===== src/rtl/jtpopeye_pkg.sv =====
// Shared definitions for the Popeye object-DMA CPU-side responder.
package jtpopeye_pkg;

   typedef enum logic [1:0] {
      ST_IDLE  = 2'd0,
      ST_REQ   = 2'd1,
      ST_HOLD  = 2'd2,
      ST_GRANT = 2'd3
   } dma_state_t;

   localparam logic [11:0] DMA_BASE_DEF = 12'hC00;

endpackage


===== src/rtl/jtpopeye_dma_addr.sv =====
// Main RAM address/write-enable steering between the Z80 and the video DMA.
module jtpopeye_dma_addr
   import jtpopeye_pkg::*;
#(
   parameter logic [11:0] DMA_BASE = DMA_BASE_DEF
) (
   input  logic        grant,
   input  logic [9:0]  ad_dma,
   input  logic [11:0] cpu_addr,
   input  logic        cpu_we,
   output logic [11:0] ram_addr,
   output logic        ram_we
);

   logic [11:0] dma_addr;

   // 12-bit sum: a base near the top of RAM wraps round to the bottom.
   assign dma_addr = DMA_BASE + {2'b00, ad_dma};

   always_comb begin
      ram_addr = cpu_addr;
      ram_we   = cpu_we;
      if (grant) begin
         ram_addr = dma_addr;
         ram_we   = 1'b0;
      end
   end

endmodule


===== src/rtl/jtpopeye_dma_slave.sv =====
// CPU-side responder for the Popeye object DMA: takes the Z80 off the bus and serves DMA reads.
// Optional macro JTPOPEYE_DMA_TIMEOUT_EN forces a grant (and sets dma_err) if the Z80 never acknowledges.
module jtpopeye_dma_slave
   import jtpopeye_pkg::*;
#(
   parameter logic [11:0] DMA_BASE    = DMA_BASE_DEF,
   parameter int          GRANT_DLY   = 2,
   parameter int          TIMEOUT_CYC = 1023
) (
   input  logic        clk,
   input  logic        rst,
   input  logic        busrq_n,
   output logic        busak_n,
   input  logic        dma_cs,
   input  logic [9:0]  AD_DMA,
   output logic [7:0]  DD_DMA,
   output logic        cpu_busrq_n,
   input  logic        cpu_busak_n,
   input  logic [11:0] cpu_addr,
   input  logic        cpu_we,
   input  logic [7:0]  cpu_dout,
   output logic [11:0] ram_addr,
   output logic        ram_we,
   output logic [7:0]  ram_din,
   input  logic [7:0]  ram_dout,
   output logic        dma_active,
   output logic        dma_err
);

   localparam logic [7:0] DLY_LAST = (GRANT_DLY > 1) ? 8'(GRANT_DLY - 1) : 8'd0;

   dma_state_t  state_q, state_d;
   logic [7:0]  dly_q, dly_d;
   logic        busak_n_q, busak_n_d;
   logic        cpu_busrq_n_q, cpu_busrq_n_d;
   logic        dma_active_q, dma_active_d;
   logic [7:0]  dd_q, dd_d;

`ifdef JTPOPEYE_DMA_TIMEOUT_EN
   localparam logic [9:0] TMO_LAST = 10'(TIMEOUT_CYC - 1);
   logic [9:0]  tmo_q, tmo_d;
   logic        err_q, err_d;
`else
   logic        unused_tmo_cfg;
   assign unused_tmo_cfg = ^TIMEOUT_CYC;
`endif

   always_comb begin
      state_d = state_q;
      dly_d   = dly_q;
`ifdef JTPOPEYE_DMA_TIMEOUT_EN
      err_d   = err_q;
`endif
      // Release (busrq_n high) always takes priority over any Z80 handshake.
      case (state_q)
         ST_IDLE:  if (!busrq_n) state_d = ST_REQ;
         ST_REQ: begin
            if (busrq_n)
               state_d = ST_IDLE;
            else if (!cpu_busak_n)
               state_d = ST_HOLD;
`ifdef JTPOPEYE_DMA_TIMEOUT_EN
            else if (tmo_q == TMO_LAST) begin
               state_d = ST_GRANT;
               err_d   = 1'b1;
            end
`endif
         end
         ST_HOLD: begin
            if (busrq_n)
               state_d = ST_IDLE;
            else if (cpu_busak_n)
               state_d = ST_REQ;
            else if (dly_q >= DLY_LAST)
               state_d = ST_GRANT;
            else
               dly_d = dly_q + 8'd1;
         end
         ST_GRANT: if (busrq_n) state_d = ST_IDLE;
         default:  state_d = ST_IDLE;
      endcase

      if (state_d != ST_HOLD)
         dly_d = '0;
`ifdef JTPOPEYE_DMA_TIMEOUT_EN
      tmo_d = (state_q == ST_REQ && state_d == ST_REQ) ? tmo_q + 10'd1 : 10'd0;
`endif

      // Bus handshake outputs are registered from the next state.
      busak_n_d     = (state_d != ST_GRANT);
      cpu_busrq_n_d = (state_d == ST_IDLE);
      dma_active_d  = (state_d == ST_GRANT);
      dd_d          = (state_q == ST_GRANT && dma_cs) ? ram_dout : dd_q;
   end

   always_ff @(posedge clk or posedge rst) begin
      if (rst) begin
         state_q       <= ST_IDLE;
         dly_q         <= '0;
         busak_n_q     <= 1'b1;
         cpu_busrq_n_q <= 1'b1;
         dma_active_q  <= 1'b0;
         dd_q          <= '0;
`ifdef JTPOPEYE_DMA_TIMEOUT_EN
         tmo_q         <= '0;
         err_q         <= 1'b0;
`endif
      end else begin
         state_q       <= state_d;
         dly_q         <= dly_d;
         busak_n_q     <= busak_n_d;
         cpu_busrq_n_q <= cpu_busrq_n_d;
         dma_active_q  <= dma_active_d;
         dd_q          <= dd_d;
`ifdef JTPOPEYE_DMA_TIMEOUT_EN
         tmo_q         <= tmo_d;
         err_q         <= err_d;
`endif
      end
   end

   jtpopeye_dma_addr #(
      .DMA_BASE (DMA_BASE)
   ) u_addr (
      .grant    (state_q == ST_GRANT),
      .ad_dma   (AD_DMA),
      .cpu_addr (cpu_addr),
      .cpu_we   (cpu_we),
      .ram_addr (ram_addr),
      .ram_we   (ram_we)
   );

   assign busak_n     = busak_n_q;
   assign cpu_busrq_n = cpu_busrq_n_q;
   assign dma_active  = dma_active_q;
   assign DD_DMA      = dd_q;
   assign ram_din     = cpu_dout;
`ifdef JTPOPEYE_DMA_TIMEOUT_EN
   assign dma_err     = err_q;
`else
   assign dma_err     = 1'b0;
`endif

endmodule

===== config.mk =====
export PLATFORM = sky130hd
export DESIGN_NAME = jtpopeye_dma_slave
export DESIGN_NICKNAME = d
export VERILOG_FILES = /design/src/rtl/jtpopeye_pkg.sv /design/src/rtl/jtpopeye_dma_addr.sv /design/src/rtl/jtpopeye_dma_slave.sv
export SDC_FILE = /design/constraint.sdc
export NUM_CORES = 1
export LEC_CHECK = 0
export ABC_AREA = 1
export CAP_MARGIN = 40
export CORE_ASPECT_RATIO = 0.8
export CORE_MARGIN = 3
export CORE_UTILIZATION = 35
export CTS_CLUSTER_DIAMETER = 80
export DETAILED_ROUTE_END_ITERATION = 16
export PLACE_DENSITY_LB_ADDON = 0.15
export SLEW_MARGIN = 20
export SYNTH_ARGS = -nofsm -noshare
export SYNTH_HDL_FRONTEND = slang
export SYNTH_SLANG_ARGS = --single-unit

===== constraint.sdc =====
create_clock -name clk -period 1.85 [get_ports clk]
set_clock_uncertainty 0.05 [all_clocks]
set_input_delay 0.37 -clock clk [delete_from_list [all_inputs] [get_ports clk]]
set_output_delay 0.37 -clock clk [all_outputs]
set_load 0.02 [all_outputs]

==> flow_summary.yaml <==
placement:
  portBuffers: 59
  place.gp.congestion: 0.762
  place_inst: 222
  hpwlAfterDp_mm: 2.31
yosys:
  synth_edf_count: 0
  synth-async-reset-ratio: 1.00
  yosysSeqAreaShare: 0.467
  postSynthCellCount: 131
  synth.distinct_cells: 20
  syn_nets: 178
  yosys_register_bits: 21
  syn_area_sq_um: 1130
  synth_top_flop_cell: "dfrtp_1"
  ys_warn_count: 0
  syn_area_per_cell_sq_um: 8.63
floorplanning:
  die_w_um: 69.6
  start_util: 0.388
  core_area_sq_um: 2910
  ioPinCount: 77
  row_count: 17
  die_area_sq_um: 3950
  die_y_um: 56.8
sta:
  finalCritPeriodShare: 0.971
  setup_viol: 0
  rsz0062_at_grt: "false"
  min_period_ps: 1800
  hold_violations: 0
  hold_ws_ps: 383
  clock.fmax_ghz: 0.557
  drv_slew: 0
power_and_ir_drop:
  power_density_nw_per_um2: 859
  ir_drop_mv: 0.572
  p_leak_uw: 0.000889
routing:
  routed-via-count: 994
  wl_per_cell_um: 12.5
  drc: 0
  drt_iter0_drc: 47
  post_drt_via_cell_ratio: 4.40
  drt_first_pass_iters: 4
  wl_mm: 2.84
  ant_nets: 0
setup_path:
  ff2ff_path_depth: 9
  startpoint: "state_q[1]"
  cp_cell_sequence: "nand2_1 > inv_2 > or2_2 > clkdlybuf4s15_1"
  r2r-start: "dly_q[0]"
  crit_arrival_ps: 1380
  endpoint: "ram_addr[10]"
  crit_fanout: 4
  crit_cells: 4
  worst_path_max_delay_cell: "dfrtp_1"
  path_class: "reg -> out"
  crit_path_start_kind: "flip-flop"
  path_buf_inv: 2
  reg2reg_slack_ps: 370
  cpLargestDelayFamily: "flip-flops"
  endpoint_kind: "output pin"
  max_stage_delay_ps: 390
  critPathRequiredTime_ps: 1430
  reg2reg_to: "dma_active"
cts:
  tritoncts: "yes"
  cts_setup_buffers: 0
  cts_buffer_depth: 2
  clock_sinks: 21
  htree_num_levels: 1
  clk_latency_ps: 260
  root_buffer: "clkbuf_8"
  cts_made_buffers: 3
  clk_pin_slew_ps: 80
cells_and_area:
  antenna-diode-count: 0
  syn_to_final_growth_pct: 54.5
  final_common_cell: "clkdlybuf4s50_1"
  fin_cells: 226
  fin_nets: 236
  final_cell_mix: "clkdlybuf4s50_1, nand2_1, dfrtp_1"
  utilization: 0.600
  n_fill_cell: 243
  drive_gt1_frac: 0.191
outcome:
  outcome: "finished, final reports clean"
grt:
  grt_max_degree: 22
  antenna_found_initial: 0
  grt_pass1_wl_mm: 4.72
  overflow: 0
  grt_use_total: 0.147
  grt_pass1_vias: 1069
flow_run:
  drv_cap: 0
min_path:
  hp-class: "in -> async"
-- through the flow --
step	setup slack, ps	cell area (sq um)	setup TNS (ps)	power [uW]
after CTS	17.5	1770	0	1520
after floorplan	422	1130	0	927
final	53.1	1750	0	1500
after global placement	-156	1730	-1470	1220
after global routing	2.76	1750	0	1590
after detailed placement	-185	1730	-1700	1220
-- worst min-delay path: stages --
cell and delay (ps):
clkdlybuf4s50_1 400, inv_1 50, buf_4 260
-- final cells by class --
| cell class | count | area [sq um] | share of cell area |
|---|---|---|---|
| Clock buffer | 3 | 41.3 | 0.0236 |
| Timing Repair Buffer | 65 | 601 | 0.344 |
| Sequential cell | 21 | 528 | 0.302 |
| Multi-Input combinational cell | 80 | 455 | 0.261 |
| Tap cell | 38 | 47.5 | 0.0272 |
| Clock inverter | 1 | 7.51 | 0.00429 |
| Inverter | 18 | 67.6 | 0.0387 |
-- metal layers --
layer  GRT usage  routed length [um]  share of wire
met3      0.0501                 203          0.072
met2       0.265                1510           0.53
met5           0                   0              0
met1       0.175                1110           0.39
met4      0.0139                  14         0.0049
-- logic make-up after synthesis --
group,Yosys count,synth area share
muxes,8,0.106
DFF,21,0.467
adders and majority gates,3,0.0332
and+or+nand+nor,66,0.250
buffers and inverters,30,0.131
AOI/OAI and AO/OA,2,0.00996
other,1,0.00332
-- flip-flops by register name (all words and copies together), names as in the netlist --
signal / cells
DD_DMA: 8
busak_n: 1
cpu_busrq_n: 1
dly_q: 8
dma_active: 1
state_q: 2
-- worst min path at each step --
| stage | slack, ps | cells after the start | end | start |
|---|---|---|---|---|
| after floorplan | 300 | 1 | DD_DMA[0] | rst |
| after global placement | 430 | 2 | dly_q[3] | dly_q[3] |
| after detailed placement | 440 | 2 | dly_q[4] | dly_q[4] |
| after CTS | 390 | 3 | DD_DMA[6] | rst |
| after global routing | 440 | 3 | dly_q[7] | rst |
| final | 380 | 3 | DD_DMA[6] | rst |
-- synthesized netlist by cell type, types with 3 or more instances --
cell type | number | area, sq um
nor2_1 | 11 | 41.3
buf_4 | 9 | 67.6
nand2_1 | 44 | 165
inv_2 | 3 | 11.3
mux2_4 | 8 | 120
inv_1 | 15 | 56.3
nand3_1 | 3 | 15.0
dfrtp_1 | 19 | 475
ha_1 | 3 | 37.5
-- power by group --
group          leakage, uW  switching (uW)  internal [uW]  total (uW)
clock            0.0000217             151            152         303
sequential        0.000272            48.8            544         593
combinational     0.000596             264            342         605
-- repair_timing --
action	in CTS	in global routing
endpoints found under the setup margin	13	13
hold buffers	0	0
resized for setup	13	20
cloned	0	0
(Power assumes the default switching activity.)
